--- src/rtl/controle_pilha.sv ---
// controle_pilha: sequencer for the stack + ALU datapath.
//
// Accepts three host commands while idle (execute opcode, push byte, pop
// byte). It issues the single-cycle pop/load/push strobes that move two
// operands from the stack into tmp1/tmp2, capture the ALU result and push it
// back. Stack occupancy is mirrored in `nivel`, so an underflow or overflow
// is refused before any strobe reaches the datapath.
//
// Ports
//   clk, rstn            clock, synchronous active-low reset
//   start, op_in         execute request and its opcode (IDLE only)
//   push_ext, din_ext    external push request and its byte (IDLE only)
//   pop_ext              external pop request (IDLE only)
//   s_ula, carryout      ALU result and carry from the datapath
//   pop, push, load      datapath strobes, at most one high per cycle
//   sel_tmp              0: load writes tmp1, 1: load writes tmp2
//   opcode               registered opcode driven to the ALU
//   din_pilha            stack write data
//   nivel                mirrored stack occupancy
//   busy, done           command in progress / execute completion pulse
//   result, carry_flag   last captured ALU result and carry
//   err, err_code        sticky error, 01 underflow, 10 overflow
module controle_pilha #(
  parameter  int DATA_W = 8,
  parameter  int OPC_W  = 5,
  parameter  int DEPTH  = 8,
  localparam int LVL_W  = $clog2(DEPTH + 1)
) (
  input  logic              clk,
  input  logic              rstn,
  input  logic              start,
  input  logic [OPC_W-1:0]  op_in,
  input  logic              push_ext,
  input  logic              pop_ext,
  input  logic [DATA_W-1:0] din_ext,
  input  logic [DATA_W-1:0] s_ula,
  input  logic              carryout,
  output logic              pop,
  output logic              push,
  output logic              load,
  output logic              sel_tmp,
  output logic [OPC_W-1:0]  opcode,
  output logic [DATA_W-1:0] din_pilha,
  output logic [LVL_W-1:0]  nivel,
  output logic              busy,
  output logic              done,
  output logic [DATA_W-1:0] result,
  output logic              carry_flag,
  output logic              err,
  output logic [1:0]        err_code
);

  localparam logic [3:0] S_IDLE   = 4'd0;
  localparam logic [3:0] S_POP_A  = 4'd1;
  localparam logic [3:0] S_LOAD_A = 4'd2;
  localparam logic [3:0] S_POP_B  = 4'd3;
  localparam logic [3:0] S_LOAD_B = 4'd4;
  localparam logic [3:0] S_EXEC   = 4'd5;
  localparam logic [3:0] S_PUSH_R = 4'd6;
  localparam logic [3:0] S_DONE   = 4'd7;
  localparam logic [3:0] S_PUSH_E = 4'd8;
  localparam logic [3:0] S_POP_E  = 4'd9;
  localparam logic [3:0] S_ERR    = 4'd10;

  localparam logic [1:0] ERR_NONE  = 2'b00;
  localparam logic [1:0] ERR_UNDER = 2'b01;
  localparam logic [1:0] ERR_OVER  = 2'b10;

  localparam logic [LVL_W-1:0] LVL_FULL = LVL_W'(DEPTH);
  localparam logic [LVL_W-1:0] LVL_TWO  = LVL_W'(2);
  localparam logic [LVL_W-1:0] LVL_ONE  = LVL_W'(1);

  // Everything the datapath sees is a pure function of the state register,
  // so the strobes are glitch-free relative to the host inputs.
  typedef struct packed {
    logic pop;
    logic push;
    logic load;
    logic sel_tmp;
    logic busy;
    logic done;
  } strobe_t;

  logic [3:0]        st;
  logic [DATA_W-1:0] push_byte;
  strobe_t           stb;

  always_comb begin
    stb = '0;
    unique case (st)
      S_POP_A:  stb = '{pop: 1'b1, busy: 1'b1, default: 1'b0};
      S_LOAD_A: stb = '{load: 1'b1, busy: 1'b1, default: 1'b0};
      S_POP_B:  stb = '{pop: 1'b1, busy: 1'b1, default: 1'b0};
      S_LOAD_B: stb = '{load: 1'b1, sel_tmp: 1'b1, busy: 1'b1, default: 1'b0};
      S_EXEC:   stb = '{busy: 1'b1, default: 1'b0};
      S_PUSH_R: stb = '{push: 1'b1, busy: 1'b1, default: 1'b0};
      S_DONE:   stb = '{done: 1'b1, default: 1'b0};
      S_PUSH_E: stb = '{push: 1'b1, busy: 1'b1, default: 1'b0};
      S_POP_E:  stb = '{pop: 1'b1, busy: 1'b1, default: 1'b0};
      S_ERR:    stb = '{busy: 1'b1, default: 1'b0};
      default:  stb = '0;
    endcase
  end

  assign pop     = stb.pop;
  assign push    = stb.push;
  assign load    = stb.load;
  assign sel_tmp = stb.sel_tmp;
  assign busy    = stb.busy;
  assign done    = stb.done;

  // Only PUSH_R writes the ALU result; every other push is the host byte.
  assign din_pilha = (st == S_PUSH_R) ? result : push_byte;

  always_ff @(posedge clk) begin
    if (!rstn) begin
      st         <= S_IDLE;
      opcode     <= '0;
      push_byte  <= '0;
      nivel      <= '0;
      result     <= '0;
      carry_flag <= 1'b0;
      err        <= 1'b0;
      err_code   <= ERR_NONE;
    end else begin
      // Occupancy mirror. The state checks below already keep push/pop in
      // range; the guards only stop a corrupted state from wrapping it.
      if (stb.push && nivel != LVL_FULL)
        nivel <= nivel + LVL_ONE;
      else if (stb.pop && nivel != '0)
        nivel <= nivel - LVL_ONE;

      unique case (st)
        S_IDLE: begin
          // Fixed priority; a lower-priority request in the same cycle is
          // dropped rather than held.
          if (start) begin
            opcode <= op_in;
            if (nivel >= LVL_TWO) begin
              st       <= S_POP_A;
              err      <= 1'b0;
              err_code <= ERR_NONE;
            end else begin
              st       <= S_ERR;
              err      <= 1'b1;
              err_code <= ERR_UNDER;
            end
          end else if (push_ext) begin
            push_byte <= din_ext;
            if (nivel != LVL_FULL) begin
              st       <= S_PUSH_E;
              err      <= 1'b0;
              err_code <= ERR_NONE;
            end else begin
              st       <= S_ERR;
              err      <= 1'b1;
              err_code <= ERR_OVER;
            end
          end else if (pop_ext) begin
            if (nivel != '0) begin
              st       <= S_POP_E;
              err      <= 1'b0;
              err_code <= ERR_NONE;
            end else begin
              st       <= S_ERR;
              err      <= 1'b1;
              err_code <= ERR_UNDER;
            end
          end
        end
        S_POP_A:  st <= S_LOAD_A;
        S_LOAD_A: st <= S_POP_B;
        S_POP_B:  st <= S_LOAD_B;
        S_LOAD_B: st <= S_EXEC;
        S_EXEC: begin
          // tmp1/tmp2 are both loaded by now, so the combinational ALU
          // output is settled in this cycle.
          result     <= s_ula;
          carry_flag <= carryout;
          st         <= S_PUSH_R;
        end
        S_PUSH_R: st <= S_DONE;
        default:  st <= S_IDLE;  // DONE, PUSH_E, POP_E, ERR and unused codes
      endcase
    end
  end

endmodule

--- config.mk ---
export PLATFORM = sky130hd
export DESIGN_NAME = controle_pilha
export DESIGN_NICKNAME = d
export VERILOG_FILES = /design/src/rtl/controle_pilha.sv
export SDC_FILE = /design/constraint.sdc
export NUM_CORES = 1
export LEC_CHECK = 0
export CELL_PAD_IN_SITES_DETAIL_PLACEMENT = 0
export CELL_PAD_IN_SITES_GLOBAL_PLACEMENT = 1
export CORE_MARGIN = 2
export CORE_UTILIZATION = 32
export DETAILED_ROUTE_END_ITERATION = 10
export GPL_TIMING_DRIVEN = 0
export PLACE_DENSITY = 0.75
export SYNTH_ARGS = -nofsm -noshare
export SYNTH_HDL_FRONTEND = slang
export SYNTH_SLANG_ARGS = --single-unit
--- constraint.sdc ---
create_clock -name clk -period 2.83 [get_ports clk]
set_clock_uncertainty 0.05 [all_clocks]
set_input_delay 0.4245 -clock clk [delete_from_list [all_inputs] [get_ports clk]]
set_output_delay 0.4245 -clock clk [all_outputs]
set_load 0.02 [all_outputs]
-- After elaboration in Yosys (flattened, before gate mapping)
Memories as Yosys holds them, arrays and structs flattened. A register that Yosys moved wholly into a read port is not among the register bits.
Cells that the tools add are included.
Widths: inputs -> output; s select.
- flip-flop bits (word level): 33
- bits in read-only memories: 96
- bits of input ports: 27
- output and inout port bits: 35
- logic and storage cells: 54
- memories: 1
- memory list (memory ; words ; width ; rd ports ; clocked after memory_dff ; write ports ; RTL line ; source):
    (name not given) ; 16 ; 6 ; 1 ; 1 ; 0 ; 90 ; unique case (st)
- add/sub/neg operators: 2
- $lt $le $gt $ge: 1
- equal/unequal tests: 8
- multiplexer cells: 24
- bitwise logic cells: 1
- reduce and logical (&&, ||, !) cells: 9
- operators by type and width (kind ; count):
    $mux 4 ; 8
    $pmux 4 s7 ; 1
    $eq 4x3->1 const B ; 3
    $mux 2 ; 6
    $eq 4x2->1 const B ; 2
    $mux 1 ; 8
    $mux 8 ; 1
    $ne 4x4->1 const B ; 2
    $add 4x1->4 const B ; 1
    $eq 4x1->1 const B ; 1
    $ge 4x2->1 const B ; 1
    $logic_not 4->1 ; 1
    $reduce_and 2->1 ; 2
    $reduce_bool 4->1 ; 1
    $sub 4x1->4 const B ; 1
    $reduce_and 3->1 ; 1
    $reduce_bool 3->1 ; 1
    $logic_and 1x1->1 ; 2
    $reduce_bool 2->1 ; 1
    $not 1->1 ; 1

-- Depth between registers and ports, before layout
Gate-level depths: netlist of run 1.
- depth in word-level cells: 8
- mapped depth: 9
- depth with buffers taken out: 8

-- Worst setup path before layout of run 1
OpenSTA, ideal clock, no wires.
- kind: register to register
- start point: register nivel[1]
- end point: register nivel[3]
- setup time: 118 ps
- arrival: 2223 ps
- data required time: 2662 ps
- setup slack: 438 ps
- stages on the path, launching flop included: 10
- buffers on the path: 1
- clock period less this slack: 2392 ps
- cell sequence: dfxtp_1 -> or2_1 -> clkbuf_1 -> o31ai_1 -> ha_1 -> a21o_1 -> a21oi_1 -> xnor2_1 -> nand2_1 -> mux2i_1
- longest elaborated chain between the ends: 3
- elaborated cells on any way between the ends: 9
- classes of those cells: 2 x add/sub; 1 x eq/ne; 2 x mux; 4 x reduce/logical
- ends and longest elaborated chain (item ; RTL line ; source):
    start: declaration ; 44 ; output logic [LVL_W-1:0] nivel,
    start signal: assignment ; 129 ; nivel <= nivel + LVL_ONE;
    start signal: assignment ; 131 ; nivel <= nivel - LVL_ONE;
    $sub 4x1->4 (tied with other cells) ; 131 ;
    $mux 4 (tied with other cells) ; 130 ; else if (stb.pop && nivel != '0)
    $mux 4 or $reduce_bool 2->1 (tied branches) ; n/a ;
Parallel ways exist; a longest one is shown, timed or not. The select of a mux whose other input is x is not followed.
A chain may end at the register's enable or synchronous reset.

-- Final worst setup path of run 1
- start point: register st[0]
- end point: output port din_pilha[6]
- longest elaborated chain between the ends: 2
- ends and longest elaborated chain (item ; RTL line ; source):
    start: declaration ; 84 ; logic [3:0] st;
    start signal: assignment ; 117 ; st <= S_IDLE;
    start signal: assignment ; 140 ; st <= S_POP_A;
    start signal: assignment ; 144 ; st <= S_ERR;
    $eq 4x3->1 ; 113 ; assign din_pilha = (st == S_PUSH_R) ? result : push_byte;
    $mux 8 ; 113 ;
    end: declaration ; 43 ; output logic [DATA_W-1:0] din_pilha,
Every way passes these cells.

==> results of run 1 <==
routing by layer:
metal / vias up / share of wire (%) / track usage [%]
li1: 814 / - / -
met1: 683 / 48 / 19.71
met2: 36 / 46 / 22.24
met3: 7 / 4.4 / 3.678
met4: 0 / 1.8 / 5.789
met5: - / 0 / 0
critical path: stages, from the launching register on:
cell and delay (ps):
dfxtp_1 310, buf_6 130, nor2_1 210, and3_2 360, mux2_2 360, clkdlybuf4s50_1 540
repair_timing:
action | CTS | global route
resized for setup | 1 | 0
hold buffers | 0 | 0
setup endpoints to repair | 8 | 0
power by group through the flow:
stage / logic [mW] / clock network [mW] / registers, mW
4_1_cts: 0.961 / 0.416 / 0.726
3_3_place_gp: 0.958 / 0 / 0.735
6_report: 0.952 / 0.398 / 0.725
3_5_place_dp: 0.957 / 0 / 0.739
5_1_grt: 1.04 / 0.436 / 0.741
2_1_floorplan: 0.571 / 0 / 0.809
flip-flops by register name, summed over array words and instances, names as in the netlist:
signal and cells:
carry_flag 1, opcode 5, err_code 2, err 1
nivel 4, stb 6, result 8, st 4
push_byte 8
placed cells by master, fill, tap and decap left out, types with 2 or more instances in the layout:
cell and n:
clkbuf_8 6, buf_4 2, nand2_1 30, nor4bb_1 2, o21ai_1 2, clkdlybuf4s50_1 61
a21o_1 2, nor3_1 4, ha_1 2, mux2i_1 12, mux2_2 9, inv_1 3
a21oi_1 19, nor2b_1 2, xnor2_1 3, nor2_1 20, nor4b_1 2, nand3_1 8
buf_2 2, dfxtp_1 39, clkbuf_1 8, nand2b_1 2
stage by stage:
stage	std cells	worst slack, ps	hold slack, ps
CTS	336	111.9	407.1
finish	336	138.2	404.8
global route	336	26.27	425.6
floorplan	196	438.3	409.3
global placement	329	194.3	391.7
detailed placement	329	190.0	395.3
worst min-delay path by stage:
stage,start,to,slack (ps),cells past startpoint
floorplan,push_byte[0]$_SDFFE_PN0P_,push_byte[0]$_SDFFE_PN0P_,410,2
global placement,carry_flag$_SDFFE_PN0P_,carry_flag$_SDFFE_PN0P_,390,2
detailed placement,opcode[3]$_SDFFE_PN0P_,opcode[3]$_SDFFE_PN0P_,400,2
CTS,opcode[3]$_SDFFE_PN0P_,opcode[3]$_SDFFE_PN0P_,410,2
global route,opcode[0]$_SDFFE_PN0P_,opcode[0]$_SDFFE_PN0P_,430,2
finish,opcode[3]$_SDFFE_PN0P_,opcode[3]$_SDFFE_PN0P_,400,2
kinds of logic (layout without fill, tap and decap cells):
group,after synthesis,after routing,synth area share (%)
AOI/OAI and AO/OA,32,32,11.27
DFF,39,39,44.22
muxes,21,21,12.54
and+or+nand+nor,81,81,23.03
xor gates and xnor gates,4,4,1.985
buffers and inverters,16,84,4.394
adders and majority gates,3,3,2.551
cell type report:
type                       instances  area (sq um)
multi-input combinational        141         908.4
clock buffer                       7         86.33
clock inverter                     1         8.758
inverter                           3         11.26
fill                             547          2846
sequential                        39         780.7
timing repair buffer              61         610.6
buffer                            12         62.56
tap                               72         90.09
==> metrics.md, run 1 <==
| Metric | Value |
|---|---|
| Synth Net Count | `226` |
| First-pass GRT wire length | `6934 microns` |
| Iter 0 DRT Violations | `74` |
| Maximum fanout along the worst path | `9` |
| Library cell with the largest summed area after synthesis | `dfxtp_1` |
| R2R Path End | `nivel[3]$_SDFFE_PN0P_` |
| CP startpoint | `st[0]$_SDFFE_PN0N_` |
| Pwr dens | `811.0 mW/mm^2` |
| Net switching fraction of the power | `between 30 and 40%` |
| Unrepaired setup endpoints after global routing | `no` |
| TritonCTS clock tree | `built` |
| Sum Neg Setup Slack | `0 ps` |
| Yosys warnings | `0` |
| Number of iterations in the first detailed-routing pass | `4` |
| Post-synthesis average cell area | `roughly 9.0 sq um` |
| Clock buffer count from CTS | `5` |
| Classification of the worst setup path | `register to output pin` |
| Number of nets in the finished design | `293` |
| Total count of hold-check failures in the final report | `0` |
| Area share of the leading cell type in the synthesized netlist | `44.22%` |
| Final core occ | `between 40% and 50%` |
| Flip-flop cell with the highest count after synthesis | `dfxtp_1` |
| Static power due to leakage | `0.9985 nW` |
| Die area | `between 0.006 and 0.007 sq mm` |
| Post-layout instance area | `0.002559 sq mm` |
| Tightest slew margin relative to the limit | `51.58%` |
| Total number of H-tree levels | `2` |
| Kind of end point of the critical path | `output pin` |
| GRT Util Overall | `14.57%` |
| DP Area | `about 0.0025 sq mm` |
| Row count | `27` |
| Clock sinks | `39` |
| Result of the run | `complete, no violations` |
| # DRC | `0` |
| Gate count of the mapped netlist | `roughly 200` |
| Worst reg2reg setup slack | `220 ps` |
| Clock insertion delay at the later pin of the skew report | `290 ps` |
| Class of the worst hold path | `register to register` |
| Reg2Reg Launch Point | `nivel[1]$_SDFFE_PN0P_` |
| Die Y | `approximately 78 microns` |
| Via count | `1540` |
| Switching power | `between 0.7 and 0.8 mW` |
| Average wire per standard cell | `12.70 microns` |
| Post-CTS setup-driven buffer insertion count | `0` |
| Max Clk Rate | `371.5 MHz` |
| Max Slew Vio Count | `0` |
| Total I/O pin count | `62` |
| Signal arrival time at the worst endpoint | `around 2200 ps` |
| CP Capture Point | `din_pilha[6]` |
| Startpoint class of the critical path | `register` |
| Width of the chip | `78.28 microns` |
| Required @ worst endpoint | `approximately 2400 ps` |
| Relative contribution of combinational cells to total power | `45.9%` |
| RD Place Congestion | `between 0.8 and 0.9` |
| Starting utilization of the core area | `approximately a third` |
| Port buffer count | `61` |
| Max-cap viol count | `0` |
| Cell area after synthesis | `0.001765 sq mm` |
| Dominant cells by area after synthesis | `dfxtp_1 44%, mux2i_1 6.8%, nand2_1 6.4%` |
| Largest net degree at the start of global routing | `13` |
| Post-detailed-route via-to-cell ratio | `4.583` |
| Clock slew at reported path FFs | `80 ps` |
| Maximum vdd ir drop | `0.2682 mV` |
| Portion of total power attributed to the clock network | `19.2%` |
| Vias in the first global route | `1380` |
| Slew @ Worst Pin | `720.2 ps` |
| Number of enable flip-flop cells after synthesis | `0` |
| Number of different library cells in the post-synthesis netlist | `42` |
| Post-DP HPWL | `3078 microns` |
| Sequential element share of the synthesized area | `between 40% and 50%` |
| Number of antenna violations at the first check in global routing | `0` |
| Aggregate routed wire length | `4267 microns` |
| Area Overhead vs Synth | `44.93%` |
| Maximum clock insertion buffer count | `2` |
| Share of total power in sequential cells | `34.9%` |
| Sum of internal, switching and leakage power | `2.075 mW` |
| Final setup violating endpoints | `0` |
| Ratio of cells with drive above 1 in the final layout | `9.848%` |
| Internal power summed over all cells | `1.313 mW` |
| Minimum period implied by the final worst setup slack | `2692 ps` |
| CTS root buf | `clkbuf_8` |
| Gr ovfl total | `0` |
| Asr flop ratio synth | `0%` |
| Post-synth top cells | `39 x dfxtp_1, 30 x nand2_1, 20 x nor2_1` |
| Placeable core region | `0.005405 sq mm` |
| Total of flip-flops plus latches after synthesis | `39` |
| Worst Reg-to-Reg Cells | `9` |
| Routed Antenna Nets | `0` |
| Library cell with the highest instance count after synthesis | `dfxtp_1` |
| Share of the clock period used by the worst path after layout | `95.12%` |
| Number of antenna diodes | `0` |
Power figures use the tool's default switching activity.
==> run 2: changes to the inputs <==
Settings changed: TNS_END_PERCENT set to 50.
==> results of run 2 <==
Final layout, timing and power as in run 1 (identical DEF).
==> run 3: changes to the inputs <==
Settings changed: ABC_AREA set to 1, CORE_UTILIZATION 32 to 31.
==> metrics.md, run 3 <==
| Metric | Value |
|---|---|
| Result of the run | `complete, no violations` |
| Routed Antenna Nets | `0` |
| Top layer in use | `met4` |
| TritonCTS clock tree | `built` |
| Ratio of cells with drive above 1 in the final layout | `13.18%` |
| Clock buffer count from CTS | `5` |
| Average wire per standard cell | `12.13 microns` |
| # DRC | `0` |
| Post-layout instance area | `0.002584 sq mm` |
| Number of different library cells in the post-synthesis netlist | `28` |
| Critical Path Slowest Stage Cell | `clkdlybuf4s50_1` |
| Total count of hold-check failures in the final report | `0` |
| Tightest slew margin relative to the limit | `74.53%` |
| Unrepaired setup endpoints after global routing | `no` |
| Row count | `27` |
| Total I/O pin count | `62` |
| Post-synthesis average cell area | `about 8 sq um` |
| RD Place Congestion | `roughly 0.82` |
| Via count | `1630` |
| Max Slew Vio Count | `0` |
| Die area | `about 0.0063 sq mm` |
| Cell area after synthesis | `0.001765 sq mm` |
| Fin cells | `approximately 370` |
| Kind of end point of the critical path | `output pin` |
| Maximum fanout along the worst path | `8` |
| Number of instances in the placed design | `360` |
| Synth Net Count | `257` |
| Area Overhead vs Synth | `46.35%` |
| Pwr dens | `948.1 mW/mm^2` |
| Met2 wirelength from detailed routing | `roughly 2100 microns` |
| CTS root buf | `clkbuf_8` |
| Number of iterations in the first detailed-routing pass | `4` |
| Number of nets in the finished design | `325` |
| Commonest non-fill, non-tap cell in the layout | `clkdlybuf4s50_1` |
| Worst Reg-to-Reg Cells | `12` |
| Number of buffers inserted for hold repair after clock tree synthesis | `0` |
| Count of cells along the worst hold path | `2` |
| Total number of H-tree levels | `2` |
| Post-CTS sizing | `0` |
| Biggest cell delay along the critical path | `600 ps` |
| Minimum period implied by the final worst setup slack | `2438 ps` |
| Number of enable flip-flop cells after synthesis | `0` |
| Signal arrival time at the worst endpoint | `a little under 2000 ps` |
| Yosys warnings | `0` |
| Largest net degree at the start of global routing | `13` |
| Asr flop ratio synth | `0%` |
| Total of flip-flops plus latches after synthesis | `39` |
| GRT Util Overall | `between 10% and 20%` |
| Aggregate routed wire length | `4463 microns` |
| Final core occ | `~47%` |
| Post-DP HPWL | `3388 microns` |
| Reg2Reg Launch Point | `nivel[3]$_SDFFE_PN0P_` |
| Sum of internal, switching and leakage power | `around 2.4 mW` |
| Number of antenna violations at the first check in global routing | `0` |
| Iter 0 DRT Violations | `38` |
| Hold path start | `opcode[3]$_SDFFE_PN0P_` |
| Slew @ Worst Pin | `382.0 ps` |
| Wire length on met1 | `2167 microns` |
| Startpoint class of the critical path | `register` |
| Gr ovfl total | `0` |
| Post-synth top cells | `45 x nor2_1, 39 x dfxtp_1, 34 x nand2_1` |
| Share of the clock period used by the worst path after layout | `a little under nine tenths` |
| Commonest cells after routing, fill and taps aside | `61 x clkdlybuf4s50_1, 45 x nor2_1, 39 x dfxtp_1` |
| Clock sinks | `39` |
| Hold Crit Endpoint | `opcode[3]$_SDFFE_PN0P_` |
| Static power due to leakage | `1.052 nW` |
| Number of antenna diodes | `0` |
| Width of the chip | `79.47 microns` |
| Dominant cells by area after synthesis | `dfxtp_1 44%, nor2_1 9.6%, nand2_1 7.2%` |
| Vias in the first global route | `1607` |
| Worst reg2reg setup slack | `850 ps` |
| Cells along the critical path | `inv_1 > nor2_1 > nand2_2 > mux2_2 > clkdlybuf4s50_1` |
| Maximum clock insertion buffer count | `2` |
| Met3 Wirelength | `approximately 130 microns` |
| Library cell with the largest summed area after synthesis | `dfxtp_1` |
| Max-cap viol count | `0` |
| Post-CTS setup-driven buffer insertion count | `0` |
| Starting utilization of the core area | `about a third` |
| R2R Path End | `nivel[3]$_SDFFE_PN0P_` |
| Maximum vdd ir drop | `0.3993 mV` |
| Port buffer count | `61` |
| Flip-flop cell with the highest count after synthesis | `dfxtp_1` |
| Library cell with the highest instance count after synthesis | `nor2_1` |
| Sequential element share of the synthesized area | `44.22%` |
| Placeable core region | `0.005507 sq mm` |
| Classification of the worst setup path | `register to output pin` |
| Final setup violating endpoints | `0` |
| Max Clk Rate | `410.2 MHz` |
| Clock slew at reported path FFs | `~80 ps` |
| Sum Neg Setup Slack | `0 ps` |
| Gate count of the mapped netlist | `227` |
| DP Area | `0.002466 sq mm` |
| Area share of the leading cell type in the synthesized netlist | `44.22%` |
| Required @ worst endpoint | `2360 ps` |
| First-pass GRT wire length | `7596 microns` |
| Die Y | `roughly 80 microns` |
| Clock insertion delay at the later pin of the skew report | `290 ps` |
| Post-detailed-route via-to-cell ratio | `4.429` |
| Class of the worst hold path | `register to register` |
==> run 3: cell types whose count changed after synthesis, sizes merged, moves of 7 or more <==
| cell | before | now |
|---|---|---|
| nor2 | 20 | 55 |
| nand3 | 8 | 15 |
| clkbuf | 8 | 1 |
| o21ai | 3 | 25 |
| a21oi | 19 | 11 |
| inv | 3 | 19 |
| nand2 | 30 | 39 |
| mux2i | 12 | 0 |
==> run 3: worst max path at each step <==
stage / startpoint / to / slack (ps) / depth (start not counted)
CTS: st[1]$_SDFFE_PN0N_ / din_pilha[1] / 380 / 5
detailed placement: st[1]$_SDFFE_PN0N_ / din_pilha[1] / 700 / 5
floorplan: nivel[1]$_SDFFE_PN0P_ / nivel[3]$_SDFFE_PN0P_ / 930 / 11
finish: st[1]$_SDFFE_PN0N_ / din_pilha[6] / 390 / 5
global route: st[1]$_SDFFE_PN0N_ / din_pilha[1] / 270 / 5
global placement: st[1]$_SDFFE_PN0N_ / din_pilha[1] / 680 / 5
==> run 3: cell families (layout without fill, tap and decap cells) <==
group / Yosys count / count (layout) / synth area share, %
AO/OA/AOI/OAI: 39 / 39 / 12.26
XOR/XNOR: 1 / 1 / 0.4962
adder cells (fa/ha/maj): 3 / 3 / 2.551
buffers and inverters: 23 / 92 / 5.315
flip-flops: 39 / 39 / 44.22
multiplexers: 8 / 8 / 5.103
AND/OR/NAND/NOR: 114 / 114 / 30.05
==> run 3: cell type report <==
type | instances | area (sq um)
inverters | 20 | 75.07
multi-input cells | 165 | 890.9
clock buffers | 6 | 82.58
plain buffers | 3 | 18.77
repair buffers | 61 | 610.6
well taps | 72 | 90.09
clock inverters | 2 | 35.03
fillers | 580 | 2923
flip-flops and latches | 39 | 780.7
==> run 3: power by group <==
| part | switching, mW | internal (mW) | total [mW] |
|---|---|---|---|
| logic | 0.677 | 0.485 | 1.16 |
| registers | 0.122 | 0.683 | 0.806 |
| clock network | 0.196 | 0.285 | 0.482 |
==> run 3: metal layers <==
layer	vias to the layer above	track usage, %
li1	878	-
met1	723	21.20
met2	24	23.45
met3	5	2.828
met4	0	5.690
met5	-	0
==> run 3: metrics by stage <==
stage | hold WS (ps) | worst slack (ps)
after floorplan | 422.2 | 931.7
after global placement | 401.1 | 681.2
after detailed placement | 407.6 | 702.1
after CTS | 418.3 | 380.6
after global routing | 434.5 | 270.2
final | 412.7 | 392.1
==> run 3: worst max-delay path: cells and delay by family, from the launching register on <==
family        cells  cell delay (ps)
buf+inv           2              670
flops             1              410
simple gates      2              320
mux               1              270
